`src/rtl/debounce_pkg.sv`:
```
// rtl/debounce_pkg.sv - shared state encodings and default timing constants for switch debouncing
//
// Purpose : common definitions for switch_debounce and related board-input conditioning.
// Contents: state_t         - 2-bit filter FSM encoding (S_LOW=0, S_RISE_CHK=1, S_HIGH=2, S_FALL_CHK=3)
//           DEBOUNCE_CYCLES_DEFAULT   - 10 ms stability window at 100 MHz
//           LONG_PRESS_CYCLES_DEFAULT - 1 s hold time at 100 MHz
package debounce_pkg;

  typedef enum logic [1:0] {
    S_LOW      = 2'd0,
    S_RISE_CHK = 2'd1,
    S_HIGH     = 2'd2,
    S_FALL_CHK = 2'd3
  } state_t;

  localparam int DEBOUNCE_CYCLES_DEFAULT   = 1_000_000;
  localparam int LONG_PRESS_CYCLES_DEFAULT = 100_000_000;

endpackage

```
`src/rtl/sync_ff_chain.sv`:
```
// rtl/sync_ff_chain.sv - multi-flop synchroniser for an asynchronous single-bit input
//
// Purpose : brings an asynchronous level into the clk domain through STAGES flops.
// Params  : STAGES - number of flops in the chain (>= 2)
// Ports   : clk   in  system clock
//           reset in  asynchronous active-high reset, clears every stage
//           d     in  asynchronous input
//           q     out synchronised output (last stage)
module sync_ff_chain #(
  parameter int STAGES = 2
) (
  input  logic clk,
  input  logic reset,
  input  logic d,
  output logic q
);

  logic [STAGES-1:0] chain;

  always_ff @(posedge clk or posedge reset) begin
    if (reset) begin
      chain <= '0;
    end else begin
      chain <= {chain[STAGES-2:0], d};
    end
  end

  assign q = chain[STAGES-1];

endmodule

```
`src/rtl/switch_debounce.sv`:
```
// rtl/switch_debounce.sv - synchronise and debounce a mechanical switch into level and edge pulses
//
// Purpose : conditions the sequencer start switch. The raw pin is synchronised, then a
//           four-state filter only accepts a new level after it has been seen for
//           DEBOUNCE_CYCLES consecutive cycles; any opposite sample restarts the filter.
// Params  : SYNC_STAGES       - synchroniser depth (>= 2)
//           DEBOUNCE_CYCLES   - stable cycles required to accept a change (>= 1)
//           LONG_PRESS_CYCLES - cycles held in the accepted-high state before long_press
// Ports   : clk        in  system clock
//           reset      in  asynchronous active-high reset
//           sw_raw     in  raw switch pin, asynchronous to clk
//           sw_level   out debounced level (registered)
//           sw_rise    out one-cycle pulse on an accepted 0->1 change
//           sw_fall    out one-cycle pulse on an accepted 1->0 change
//           long_press out one-cycle pulse once per sustained press
// Macro   : LONG_PRESS_EN - when defined, builds the hold counter behind long_press;
//           otherwise long_press is tied low and no hold counter exists.
module switch_debounce
  import debounce_pkg::*;
#(
  parameter int SYNC_STAGES       = 2,
  parameter int DEBOUNCE_CYCLES   = DEBOUNCE_CYCLES_DEFAULT,
  parameter int LONG_PRESS_CYCLES = LONG_PRESS_CYCLES_DEFAULT
) (
  input  logic clk,
  input  logic reset,
  input  logic sw_raw,
  output logic sw_level,
  output logic sw_rise,
  output logic sw_fall,
  output logic long_press
);

  localparam int CW = $clog2(DEBOUNCE_CYCLES + 1);
  localparam logic [CW-1:0] CNT_LAST = CW'(DEBOUNCE_CYCLES - 1);

  logic          sync_in;
  state_t        state, state_next;
  logic [CW-1:0] cnt, cnt_next;
  logic          level_next, rise_next, fall_next;

  sync_ff_chain #(
    .STAGES (SYNC_STAGES)
  ) u_sync (
    .clk   (clk),
    .reset (reset),
    .d     (sw_raw),
    .q     (sync_in)
  );

  always_ff @(posedge clk or posedge reset) begin
    if (reset) begin
      state    <= S_LOW;
      cnt      <= '0;
      sw_level <= 1'b0;
      sw_rise  <= 1'b0;
      sw_fall  <= 1'b0;
    end else begin
      state    <= state_next;
      cnt      <= cnt_next;
      sw_level <= level_next;
      sw_rise  <= rise_next;
      sw_fall  <= fall_next;
    end
  end

  // The counter is zeroed on every state change so no partial count survives a bounce,
  // and it only advances while below its terminal value so it can never wrap.
  always_comb begin
    state_next = state;
    cnt_next   = cnt;
    level_next = sw_level;
    rise_next  = 1'b0;
    fall_next  = 1'b0;
    case (state)
      S_LOW: begin
        level_next = 1'b0;
        if (sync_in) begin
          state_next = S_RISE_CHK;
          cnt_next   = '0;
        end
      end
      S_RISE_CHK: begin
        level_next = 1'b0;
        if (!sync_in) begin
          state_next = S_LOW;
          cnt_next   = '0;
        end else if (cnt == CNT_LAST) begin
          state_next = S_HIGH;
          cnt_next   = '0;
          level_next = 1'b1;
          rise_next  = 1'b1;
        end else if (cnt < CNT_LAST) begin
          cnt_next = cnt + CW'(1);
        end
      end
      S_HIGH: begin
        level_next = 1'b1;
        if (!sync_in) begin
          state_next = S_FALL_CHK;
          cnt_next   = '0;
        end
      end
      S_FALL_CHK: begin
        level_next = 1'b1;
        if (sync_in) begin
          state_next = S_HIGH;
          cnt_next   = '0;
        end else if (cnt == CNT_LAST) begin
          state_next = S_LOW;
          cnt_next   = '0;
          level_next = 1'b0;
          fall_next  = 1'b1;
        end else if (cnt < CNT_LAST) begin
          cnt_next = cnt + CW'(1);
        end
      end
      default: begin
        state_next = S_LOW;
        cnt_next   = '0;
        level_next = 1'b0;
      end
    endcase
  end

`ifdef LONG_PRESS_EN
  localparam int HW = $clog2(LONG_PRESS_CYCLES + 1);
  localparam logic [HW-1:0] HOLD_LAST = HW'(LONG_PRESS_CYCLES - 1);
  localparam logic [HW-1:0] HOLD_SAT  = HW'(LONG_PRESS_CYCLES);

  logic [HW-1:0] hold, hold_next;
  logic          long_next;

  always_ff @(posedge clk or posedge reset) begin
    if (reset) begin
      hold       <= '0;
      long_press <= 1'b0;
    end else begin
      hold       <= hold_next;
      long_press <= long_next;
    end
  end

  // Counts only while staying in S_HIGH; any other state (including a dip into
  // S_FALL_CHK) zeroes it, so re-entry to S_HIGH always starts a fresh hold.
  // Parking at HOLD_SAT after the pulse gives exactly one pulse per press.
  always_comb begin
    hold_next = '0;
    long_next = 1'b0;
    if (state == S_HIGH && sync_in) begin
      if (hold < HOLD_LAST) begin
        hold_next = hold + HW'(1);
      end else if (hold == HOLD_LAST) begin
        hold_next = HOLD_SAT;
        long_next = 1'b1;
      end else begin
        hold_next = hold;
      end
    end
  end
`else
  assign long_press = 1'b0;
`endif

endmodule

```
`config.mk`:
```
export PLATFORM = sky130hd
export DESIGN_NAME = switch_debounce
export DESIGN_NICKNAME = d
export VERILOG_FILES = /design/src/rtl/debounce_pkg.sv /design/src/rtl/sync_ff_chain.sv /design/src/rtl/switch_debounce.sv
export SDC_FILE = /design/constraint.sdc
export NUM_CORES = 1
export LEC_CHECK = 0
export CAP_MARGIN = 5
export CORE_ASPECT_RATIO = 1.5
export CORE_MARGIN = 5
export CORE_UTILIZATION = 45
export DETAILED_ROUTE_END_ITERATION = 10
export PLACE_DENSITY_LB_ADDON = 0.1
export SLEW_MARGIN = 20
export SYNTH_ARGS = -nofsm -noshare
export SYNTH_HDL_FRONTEND = slang
export SYNTH_SLANG_ARGS = --single-unit
```
`constraint.sdc`:
```
create_clock -name clk -period 1.6 [get_ports clk]
set_input_delay 0.32 -clock clk [delete_from_list [all_inputs] [get_ports clk]]
set_output_delay 0.32 -clock clk [all_outputs]
set_load 0.01 [all_outputs]
```
; After elaboration in Yosys (flattened, before gate mapping)
; Cells that the tools add are included.
[totals]
register_bits = 27
input_bits = 3
output_inout_bits = 4
word_cells = 41
[op_classes]
add_sub_neg = 1
magnitude_cmp = 1
eq_ne = 8
n_mux = 22
reduce_logical = 3
[ops]
columns = op, n
row1 = two-way mux 20 bit, 6
row2 = one-hot mux 20 bit (4 select lines), 1
row3 = "adder 20 x 1 -> 20 bit, second input constant", 1
row4 = "== test 20 bit, second input constant", 1
row5 = "less-than comparator 20 bit, second input constant", 1
row6 = two-way mux 2 bit, 6
row7 = one-hot mux 2 bit (4 select lines), 1
row8 = two-way mux 1 bit, 7
row9 = "== test 2 bit, second input constant", 2
row10 = one-hot mux 1 bit (4 select lines), 1
row11 = AND reduction 4 bit, 1
row12 = "!= test 3 x 2 -> 1 bit, second input constant", 1
row13 = "!= test 3 bit, second input constant", 1
row14 = "== test 2 x 1 -> 1 bit, second input constant", 1
row15 = zero test 2 bit, 1
row16 = "!= test 2 x 1 -> 1 bit, second input constant", 1
row17 = "!= test 2 bit, second input constant", 1
row18 = AND reduction 2 bit, 1

; Logic depth before layout (Yosys ltp)
[logic_depth]
word_depth = 5
ltp_mapped = 8
mapped_depth_nobuf = 6

; By module
; Synthesis repeated with hierarchy kept, for this count alone.
[hier_totals]
hier_cells = 161
hier_area_um2 = 1481.4
[modules_own_cells]
columns = module, n_inst, cells_per_inst, area_per_inst_um2, seq_area_each_um2
row1 = switch_debounce, 1, 158, 1427.6, 625.6
row2 = sync_ff_chain, 1, 3, 53.8, 50.0

; Worst setup path after synthesis
; OpenSTA, ideal clock, no wires.
[synth_path]
kind = flip-flop to flip-flop
from = reg cnt[12]
to = reg (tool-made name)
setup_time_ns = 0.125
arrival_ns = 1.575
required_time_ns = 1.475
setup_slack_ns = -0.100
path_stages_with_launch = 7
path_buffers = 1
period_less_slack_ns = 1.700
path_cell_list = dfrtp_1 nor3_1 and4_4 a21o_2 buf_6 nand2_4 mux2_4
[synth_lines]
columns = item, line
row1 = "start, declared", switch_debounce.sv:39  ; logic [CW-1:0] cnt, cnt_next;
row2 = "start signal, assigned", switch_debounce.sv:60  ; cnt <= cnt_next;

; Worst setup path in the final report
[layout_path]
from = reg cnt[8]
to = reg cnt[4]
[layout_between]
elab_chain_cells = 5
word_cells_on_any_way = 7
cone_classes = order compare: 1 / eq/ne: 1 / mux: 5
[layout_rtl]
columns = item, line
row1 = less-than comparator 20 bit, "switch_debounce.sv:93, switch_debounce.sv:114"
row2 = two-way mux 20 bit, -
row3 = two-way mux 20 bit *, switch_debounce.sv:88  ; end else if (cnt == CNT_LAST) begin
row4 = "two-way mux 20 bit, on equally long branches", "switch_debounce.sv:106, switch_debounce.sv:85"
row5 = one-hot mux 20 bit (4 select lines) *, switch_debounce.sv:75  ; case (state)
; Every way passes the cells marked *; elsewhere a longest branch is shown, timed or not.
; A chain may end at the register's enable or synchronous reset.

==> results.py <==
metrics = {
    "run_status": {
        "outcome": "finished with violations",
        "violations": "negative setup slack",
    },
    "setup_path": {
        "setup.worst_path.start_class": "register",
        "crit_fanout": 6,
        "crit_arrival_ns": 2.02,
        "cp.required_ns": 1.82,
        "crit_type": "register to register",
        "end_kind": "register",
    },
    "placement": {
        "portBuffers": 5,
        "preCtsSetupSlack_ns": -0.189,
        "dp_hpwl_um": 3100,
        "gp_congestion": 0.931,
        "place_area_um2": 1930,
    },
    "grt": {
        "antenna_found_initial": 0,
        "grt_pass1_wl_um": 7730,
        "grt_usage_pct": 21.6,
        "first_global_vias": 1653,
        "grt_max_degree": 28,
        "overflow": 0,
    },
    "clock_tree": {
        "cts_sinks": 27,
        "cts_max_level": 1,
        "clk_path_buf_depth": 2,
        "clk_pin_slew_worst_paths_ns": 0.10,
        "root_buffer": "clkbuf_8",
        "cts_buffers": 3,
        "cts_tree": "done",
        "clk_latency_ns": 0.28,
        "hold_buffers": 0,
    },
    "final_layout": {
        "num-nets-final": 222,
        "post-route-util_pct": 68.3,
        "seq_area_um2": 678,
        "multi_input_area_um2": 982,
        "antenna_cells": 0,
        "fill_cells": 254,
        "fin_area_um2": 2290,
        "drive_gt1_share_pct": 48.4,
        "syn_to_final_growth_pct": 50.0,
    },
    "yosys": {
        "synth.cell_area_um2": 1530,
        "synthDistinctLibCells": 46,
        "ys_warn_count": 0,
        "async_flop_share_pct": 100,
        "syn_avg_cell_area_um2": 9.53,
        "synth_ff_type": "dfrtp_1",
        "synth_fp_nets": 164,
        "ys_top_cells_by_area": "dfrtp_1 44%, a31oi_1 5.3%, nand2_1 4.4%, nand3_1 3.6%, a41oi_1 3.4%",
        "synth_edf_count": 0,
        "ys_seq_area_share_pct": 44.3,
        "synthCells": 160,
        "synth_top_area_share_pct": 44.3,
        "yosys.area.top_type": "dfrtp_1",
        "ys_ff_latch": 27,
    },
    "drt": {
        "vias": 1574,
        "wl_per_cell_um": 17.8,
        "via_per_inst": 6.08,
        "finalWirelength_um": 4600,
        "drt_pass1_iterations": 4,
        "ant_nets": 0,
        "drt-initial-drc-count": 62,
        "drc_errors": 0,
    },
    "timing": {
        "setup_ws_ns": -0.204,
        "period_needed_ns": 1.80,
        "min_period_over_period_pct": 113,
        "finClkSkew_ns": 0.00330,
        "final_hold_viol_count": 0,
        "finalSetupViolCount": 23,
        "timing.fmax_mhz": 554,
        "final-max-slew-violation-count": 0,
        "rsz0062_at_grt": "yes",
        "setup_tns_ns": -3.27,
    },
    "job": {
        "cap_viol_max_count": 0,
    },
    "floorplanning": {
        "core_um2": 3350,
        "die_x_um": 57.5,
        "dieArea_um2": 4680,
        "io_pins": 7,
        "rows": 26,
        "die_height_um": 81.3,
        "initial_core_util_pct": 45.5,
    },
    "power": {
        "peakVddDrop_mv": 0.774,
        "power_density_nw_per_um2": 1040,
        "leakagePower_nw": 0.990,
        "p_total_mw": 2.39,
    },
    "min_path": {
        "hp-class": "register to register",
    },
}
layout by cell type, fill, tap and decap left out, types with 2 or more instances in the layout:
cell type,instances
nor2_1,6
dfrtp_2,2
nand3_1,8
a21oi_2,3
nand3_2,3
inv_1,6
buf_6,9
nand2_2,4
clkbuf_8,3
and3_1,2
a21oi_1,2
a41oi_1,2
clkdlybuf4s50_1,5
o21ai_0,4
o31a_1,2
buf_4,47
a31oi_1,11
dfrtp_1,25
a21o_1,2
a41oi_2,4
nand4_1,5
nand2_1,14
nor3_1,2
mux2_4,2
nor3b_1,2
nor3_4,2
o211ai_1,5
o21ai_2,2
worst paths after layout:
kind / startpoint / to / slack, ns / cells past startpoint
worst min-delay path: u_sync.chain[0] / u_sync.chain[1] / 0.36 / 0
worst min register to register: u_sync.chain[0] / u_sync.chain[1] / 0.36 / 0
min in group asynchronous: reset / cnt[13] / 0.40 / 3
worst max register to register: cnt[8] / cnt[4] / -0.20 / 6
worst max-delay path: cnt[8] / cnt[4] / -0.20 / 6
max in group asynchronous: reset / cnt[15] / 0.93 / 3
registers in the layout, summed over array words and instances, names as in the netlist, named ones only:
signal	flops
sw_fall	1
u_sync.chain	2
sw_level	1
state	1
cnt	20
sw_rise	1
critical path, stage by stage (launching register included):
cell,delay [ns]
dfrtp_1,0.42
buf_6,0.14
o31ai_4,0.24
a311o_2,0.31
nand3_4,0.12
or4_1,0.43
nand3_1,0.09
cells in the mapped netlist (all sizes together) (6+ instances only):
cell type and number:
a21oi 6, a31oi 13, a41oi 6, dfrtp 27, inv 6, nand2 19
nand3 12, nor2 7, o21ai 7
power breakdown:
part	internal [mW]	switching [mW]	total (mW)	leakage, nW
logic	0.558	0.630	1.19	0.607
clock network	0.177	0.228	0.405	0.0217
registers	0.749	0.0448	0.794	0.361
total	1.48	0.902	2.39	0.990
metrics by stage:
| stage | hold WS, ns | cells |
|---|---|---|
| CTS | 0.365 | 258 |
| detailed placement | 0.341 | 243 |
| finish | 0.362 | 259 |
| global placement | 0.333 | 243 |
| global route | 0.380 | 259 |
| floorplan | 0.331 | 160 |
area by class of cell:
type	instances	share of cell area (%)
tap	42	2.30
multi-input combinational	119	42.9
sequential	27	29.6
clock buffer	3	1.80
timing repair buffer	61	22.0
clock inverter	1	0.328
inverter	6	0.984
what timing repair did:
action                                  4_1_cts  5_1_grt
endpoints found under the hold margin         0        0
endpoints found under the setup margin       23       23
cloned                                        0        0
pin swaps                                    21        7
resized for setup                            33       10
setup buffers                                11        1
per-layer routing:
| layer | wire, µm | GRT usage, % |
|---|---|---|
| met5 | 0 | 0 |
| met4 | 148 | 12.1 |
| met2 | 2570 | 39.8 |
| met3 | 130 | 2.38 |
| met1 | 1760 | 23.6 |
kinds of logic after synthesis:
| kind of cell | synth area share, % |
|---|---|
| AO/OA/AOI/OAI | 23.4 |
| multiplexers | 2.63 |
| flip-flops | 44.3 |
| other | 0.246 |
| buffers and inverters | 4.84 |
| AND/OR/NAND/NOR | 23.2 |
| adder cells (fa/ha/maj) | 0.820 |
| XOR/XNOR | 0.574 |
(Power assumes the default switching activity.)
